**src/rtl/dual_port_ram_arbiter_pkg.sv**
```systemverilog
// Shared types for the two-requester RAM arbiter: FSM state encoding and requester count.
package dual_port_ram_arbiter_pkg;

   localparam int NUM_REQ = 2;

   typedef enum logic [2:0] {
      IDLE,
      WR,
      RD_ADDR,
      RD_DATA,
      RESP
   } state_t;

endpackage

```
**src/rtl/rr_arbiter_2.sv**
```systemverilog
// Two-way round-robin selector: a lone requester always wins, a tie goes to rr_ptr.
module rr_arbiter_2
   import dual_port_ram_arbiter_pkg::*;
(
   input  logic [NUM_REQ-1:0] req,
   input  logic               rr_ptr,
   output logic [NUM_REQ-1:0] gnt
);

   always_comb begin
      gnt = '0;
      if (req == 2'b11) begin
         gnt = rr_ptr ? 2'b10 : 2'b01;
      end else begin
         gnt = req;
      end
   end

endmodule

```
**src/rtl/dual_port_ram_arbiter.sv**
```systemverilog
// Arbitrates two requesters onto one asynchronous-style SRAM with a shared bidirectional data bus.
// Writes take one bus cycle, reads take an address cycle plus an output-enable cycle.
module dual_port_ram_arbiter
   import dual_port_ram_arbiter_pkg::*;
#(
   parameter int ADDR_WIDTH = 4,
   parameter int DATA_WIDTH = 32
) (
   input  logic                          clk,
   input  logic                          rst,
   input  logic [NUM_REQ-1:0]            req_valid,
   input  logic [NUM_REQ-1:0]            req_we,
   input  logic [NUM_REQ*ADDR_WIDTH-1:0] req_addr,
   input  logic [NUM_REQ*DATA_WIDTH-1:0] req_wdata,
   output logic [NUM_REQ-1:0]            req_ready,
   output logic [NUM_REQ-1:0]            rsp_valid,
   output logic [DATA_WIDTH-1:0]         rsp_rdata,
   output logic                          ram_cs,
   output logic                          ram_we,
   output logic                          ram_oe,
   output logic [ADDR_WIDTH-1:0]         ram_addr,
   output logic [DATA_WIDTH-1:0]         ram_wdata,
   output logic                          ram_wdata_en,
   input  logic [DATA_WIDTH-1:0]         ram_rdata
);

   state_t                state;
   state_t                next_state;
   logic                  rr_ptr;
   logic                  grant_idx;
   logic                  lat_we;
   logic [ADDR_WIDTH-1:0] lat_addr;
   logic [DATA_WIDTH-1:0] lat_wdata;
   logic [NUM_REQ-1:0]    gnt;
   logic                  win_idx;
   logic                  accept;

   rr_arbiter_2 u_arb (
      .req    (req_valid),
      .rr_ptr (rr_ptr),
      .gnt    (gnt)
   );

   assign win_idx   = gnt[1];
   assign accept    = (state == IDLE) && (gnt != '0);
   assign req_ready = (state == IDLE) ? gnt : '0;
   assign ram_addr  = lat_addr;
   assign ram_wdata = lat_wdata;

   // The winner's request is captured on accept so the requester may change its inputs freely afterwards.
   always_ff @(posedge clk) begin
      if (rst) begin
         state     <= IDLE;
         rr_ptr    <= 1'b0;
         grant_idx <= 1'b0;
         lat_we    <= 1'b0;
         lat_addr  <= '0;
         lat_wdata <= '0;
         rsp_rdata <= '0;
      end else begin
         state <= next_state;
         if (accept) begin
            grant_idx <= win_idx;
            lat_we    <= req_we[win_idx];
            lat_addr  <= req_addr[int'(win_idx)*ADDR_WIDTH +: ADDR_WIDTH];
            lat_wdata <= req_wdata[int'(win_idx)*DATA_WIDTH +: DATA_WIDTH];
            rr_ptr    <= ~win_idx;
         end
         if (state == RD_DATA) begin
            rsp_rdata <= ram_rdata;
         end
      end
   end

   always_comb begin
      next_state = state;
      case (state)
         IDLE:    if (accept) next_state = req_we[win_idx] ? WR : RD_ADDR;
         WR:      next_state = RESP;
         RD_ADDR: next_state = RD_DATA;
         RD_DATA: next_state = RESP;
         RESP:    next_state = IDLE;
         default: next_state = IDLE;
      endcase
   end

   // Bus strobes are forced low while reset is held so a mid-operation reset never drives the RAM.
   always_comb begin
      ram_cs       = 1'b0;
      ram_we       = 1'b0;
      ram_oe       = 1'b0;
      ram_wdata_en = 1'b0;
      rsp_valid    = '0;
      case (state)
         WR: begin
            ram_cs       = 1'b1;
            ram_we       = 1'b1;
            ram_wdata_en = 1'b1;
         end
         RD_ADDR: ram_cs = 1'b1;
         RD_DATA: begin
            ram_cs = 1'b1;
            ram_oe = 1'b1;
         end
         RESP:    rsp_valid[grant_idx] = 1'b1;
         default: ;
      endcase
      if (rst) begin
         ram_cs       = 1'b0;
         ram_we       = 1'b0;
         ram_oe       = 1'b0;
         ram_wdata_en = 1'b0;
         rsp_valid    = '0;
      end
   end

endmodule

```
**config.mk**
```make
export PLATFORM = sky130hd
export DESIGN_NAME = dual_port_ram_arbiter
export DESIGN_NICKNAME = d
export VERILOG_FILES = /design/src/rtl/dual_port_ram_arbiter_pkg.sv /design/src/rtl/rr_arbiter_2.sv /design/src/rtl/dual_port_ram_arbiter.sv
export SDC_FILE = /design/constraint.sdc
export NUM_CORES = 1
export LEC_CHECK = 0
export ABC_AREA = 0
export CAP_MARGIN = 20
export CORE_UTILIZATION = 38
export DETAILED_ROUTE_END_ITERATION = 8
export PLACE_DENSITY = 0.95
export SLEW_MARGIN = 30
export SYNTH_ARGS = -nofsm -noshare
export SYNTH_HDL_FRONTEND = slang
export SYNTH_SLANG_ARGS = --single-unit
```
**constraint.sdc**
```tcl
create_clock -name clk -period 3.1 [get_ports clk]
set_input_delay 0.62 -clock clk [delete_from_list [all_inputs] [get_ports clk]]
set_output_delay 0.62 -clock clk [all_outputs]
set_load 0.01 [all_outputs]
```
After elaboration in Yosys (flattened, before gate mapping)
Index checks and enable logic that the tools add are counted.
{"block": "op_classes", "n_lt_le_gt_ge": 3, "bitwise_logic": 1, "n_reduce_logical": 6, "shift": 2, "eq_ne": 6, "mux": 18}
{"operator": "64-bit by 7-bit indexed part select with 32-bit output", "count": 1}
{"operator": "2-bit two-way mux", "count": 6}
{"operator": "1-bit two-way mux", "count": 9}
{"operator": "3-bit one-hot mux with 3 select lines", "count": 1}
{"operator": "8-bit by 4-bit indexed part select with 4-bit output", "count": 1}
{"operator": "3-bit by 2-bit == test with 1-bit output (second input constant)", "count": 2}
{"operator": "1-bit by 2-bit less-than comparator with 1-bit output (second input constant)", "count": 2}
{"operator": "3-bit by 1-bit == test with 1-bit output (second input constant)", "count": 1}
{"operator": "3-bit == test (second input constant)", "count": 1}
{"operator": "3-bit logical NOT", "count": 1}
{"operator": "3-bit two-way mux", "count": 1}
{"operator": "3-bit OR reduction", "count": 1}
{"operator": "2-bit == test (second input constant)", "count": 1}
{"operator": "1-bit logical AND", "count": 2}
{"operator": "2-bit != test (second input constant)", "count": 1}
{"operator": "2-bit nonzero test", "count": 1}
{"operator": "2-bit OR reduction", "count": 1}
{"operator": "1-bit demux with 1-bit select", "count": 1}
{"operator": "1-bit >= comparator (second input constant)", "count": 1}
{"operator": "1-bit inverter", "count": 1}
{"block": "word_totals", "register_bits": 73, "wordCells": 42, "input_bits": 110, "output_inout_bits": 76}

Logic depth before layout (Yosys ltp)
{"block": "depth", "ltp_word": 7, "depth_mapped": 6, "depth_no_buf": 4}

Hierarchy
From an unflattened synthesis, not the netlist that was laid out.
{"block": "hier_totals", "cells_unflattened": 346, "hier_area_um2": 2980.4}
{"module": "dual_port_ram_arbiter", "n_inst": 1, "cells_per_inst": 343, "area_each_um2": 2961.6, "seq_area_each_um2": 1461.4}
{"module": "rr_arbiter_2", "n_inst": 1, "cells_per_inst": 3, "area_each_um2": 18.8, "seq_area_each_um2": 0.0}

Least setup slack after synthesis
OpenSTA, ideal clock, no wires.
{"block": "synth_path", "kind": "input port to output port", "from": "in rst", "to": "out ram_we", "path_slack_ps": 1210, "cell_stages": 4, "n_path_buf": 1, "t_arrival_ps": 1270, "required_ps": 2480, "cell_sequence": "nor2_1 -> and2_1 -> nor2b_1 -> buf_4"}
{"block": "synth_via", "elab_chain_cells": 1}
{"item": "from (decl)", "line": "dual_port_ram_arbiter.sv:10", "source": "input logic rst,"}
{"item": "1-bit two-way mux"}
{"item": "to (decl)", "line": "dual_port_ram_arbiter.sv:19", "source": "output logic ram_we,"}
No other way between the ends.

Worst setup path after layout
{"block": "layout_path", "from": "in rst", "to": "out rsp_valid[0]"}
{"block": "layout_via", "elab_chain_cells": 1}
{"item": "2-bit two-way mux", "line": "dual_port_ram_arbiter.sv:108", "source": "if (rst) begin"}
{"item": "to (decl)", "line": "dual_port_ram_arbiter.sv:16", "source": "output logic [NUM_REQ-1:0] rsp_valid,"}
No other way between the ends.

==> summary.txt <==
Synthesis
  – Yosys reg bits: 73
  – Avg Cell Area, Syn: 9.465 µm²
  – EDFF count, synth: 0
  – Post-Syn Instances: 294
  – Yosys top cell area share: 52.52%
  – Synth Cell Area: 2783 µm²
  – Main synth FF type: dfxtp_1
  – Syn. warnings: 0
  – Seq/Total Area, Yosys: 52.52%
  – Syn Nets: 404
  – Fraction of registers with async set or reset after synthesis: 0%
  – Top-count cell post-synth: dfxtp_1
  – Yosys cell types: 27
  – Largest cells by area after synthesis: dfxtp_1 (53%), a221o_1 (13%), nand2_1 (9.0%), and2_1 (8.3%), a21oi_1 (6.1%)
  – Commonest cells post-synth: dfxtp_1 (73), nand2_1 (67), and2_1 (37), a221o_1 (36), a21oi_1 (34)
  – Area leader, netlist: dfxtp_1

Clock tree
  – CTS Root Cell: clkbuf_8
  – Number of hold buffers added after CTS: 0
  – Num Clock Sinks: 73
  – CTS tree: done
  – H-tree lvl count: 3
  – Max Buffers Root-to-Sink: 2
  – Post-cts sizing count: 0
  – Clk Latency, worst-skew pair: 330 ps
  – Post-CTS setup buffers: 0
  – Reg clk slew, reported paths: 70 ps
  – Cts bufs inserted: 9

Critical path
  – CP Data Required Time: 2480 ps
  – Critical R2R Launch: state[0]$_SDFFE_PP0P_
  – Reg2Reg Depth: 5
  – Critical Path Source Type: input pin
  – R2R setup slack: 1030 ps
  – Worst Path Max Fanout: 12
  – FF-to-FF End: ram_wdata[13]$_SDFFE_PP0P_
  – Worst path arrival time: 2080 ps
  – Endpoint class of the critical path: output pin
  – Crit path kind: input pin to output pin

Timing
  – Final WS setup: 402.3 ps
  – Final Max Slew Viols: 0
  – Max frequency: 370.7 MHz
  – Final hold violation count: 0
  – Clk_skew: 9.644 ps
  – Worst slew pin tran: 766.2 ps
  – Relative slew slack: 48.86%
  – Final worst-path cycle share: 87.02%
  – Crit path time final: 2698 ps
  – Final setup viols: 0
  – RSZ-0062 raised after global routing: false
  – TNS Setup: 0 ps

Placed design
  – Routability cong.: 0.7653
  – IO buf count: 185
  – Placed Instance Area: 4664 µm²
  – Pre-CTS WS: 396.8 ps
  – HPWL Detailed: 6958 µm

Routing
  – DR vias: 2910
  – Iter 0 DRT Violations: 113
  – Post-DR vias/cell: 5.070
  – Post-DRT Antenna Nets: 0
  – Routed len/inst: 15.92 µm
  – DRT Wirelength: 9136 µm
  – DR pass1 iterations: 4
  – DRC violations left: 0

Power
  – Lkg Pwr: 0.001805 µW
  – Maximum VDD drop: 0.2888 mV
  – PD cells: 522.6 nW/µm²
  – Power Total: 2540 µW

Floorplan
  – FP Rows: 30
  – Initial core utilization: 40.07%
  – Die Span Y: 87.58 µm
  – IO Pins: 186
  – DIE WIDTH: 87.58 µm
  – Die area: 7669 µm²
  – Core area: 6944 µm²

Global routing
  – Global Route Usage Sum: 22.98%
  – Antenna violations before repair: 0
  – Largest net degree at the start of global routing: 37
  – Number of global-route vias before repair: 2947
  – Remaining global-route overflow: 0
  – First-pass GRT wire length: 13540 µm

Worst hold path
  – Worst hold endpoint: rsp_rdata[28]$_SDFFE_PP0N_
  – Hold WC Path Type: flop to flop
  – Hold Crit Start: rsp_rdata[28]$_SDFFE_PP0N_
  – Hold-critical path depth: 2

Final layout
  – Fin area: 4861 µm²
  – Nets@finish: 583
  – Antenna Cells: 0
  – Syn-to-layout area delta: 74.69%
  – Number of fill cells in the layout: 521
  – Layout cells sized above 1: 6.485%

Run status
  – Status: complete, no violations

Job
  – Max-capacitance violation count: 0
[logic make-up (layout without fill, tap and decap cells)]
logic type | count (synthesis) | in the layout | synth area share [%]
compound gates | 73 | 73 | 20.01
buf+inv | 24 | 208 | 5.126
flops | 73 | 73 | 52.52
mux | 1 | 1 | 0.4046
simple gates | 123 | 123 | 21.94
[critical path, stage by stage]
cell and delay (ps):
clkdlybuf4s50_1 410, buf_4 190, nor4bb_1 270, clkdlybuf4s50_1 590
[cell usage in the layout, fill, tap and decap left out, drive strengths merged, types with 4 or more instances in the layout]
master / count
clkdlybuf4s50: 185
dfxtp: 73
nand2: 67
and2: 37
a221o: 36
a21oi: 34
clkbuf: 10
buf: 6
nor2: 5
clkinv: 4
[final cells by class]
class | count | area (µm²) | share of cell area [%]
clock inverters | 6 | 57.56 | 1.184
well taps | 96 | 120.1 | 2.471
clock buffers | 10 | 137.6 | 2.831
repair buffers | 191 | 1897 | 39.02
flip-flops and latches | 73 | 1461 | 30.06
multi-input cells | 197 | 1184 | 24.35
inverters | 1 | 3.754 | 0.07722
[sequential cells by signal, indices dropped and copies added, names as in the netlist]
| register | count |
|---|---|
| rr_ptr | 1 |
| grant_idx | 1 |
| ram_addr | 4 |
| state | 3 |
| ram_wdata | 32 |
| rsp_rdata | 32 |
[report_power, final]
part / leakage, µW / switching, µW / internal (µW)
Clock: 0.000102 / 348 / 388
Sequential: 0.000596 / 71.7 / 1050
Combinational: 0.00111 / 268 / 416
Total: 0.00180 / 688 / 1850
[routing by layer]
layer  wire [µm]  global-route usage [%]  vias to the layer above  share of wire, %
met5           0                       0                        -                 0
met4         205                   8.942                        0               2.2
met3         830                   9.331                       19               9.1
met2        4584                   42.05                      120                50
met1        3516                   23.32                     1381                38
li1            -                       -                     1390                 -
[per-stage QoR]
stage	util [%]	std cells	hold WS [ps]
floorplan	-	294	444.5
global placement	67.15	558	441.2
detailed placement	67.17	558	449.6
CTS	69.98	574	457.4
global route	70.00	574	473.1
finish	70.00	574	455.9
[worst max-delay path by stage]
stage / start / end / cells after the start
final: rst / rsp_valid[0] / 4
after global routing: rst / ram_wdata_en / 5
after CTS: rst / rsp_valid[0] / 4
after detailed placement: rst / rsp_valid[0] / 4
after global placement: rst / rsp_valid[0] / 4
after floorplan: rst / ram_we / 4
Power figures use the tool's default switching activity.
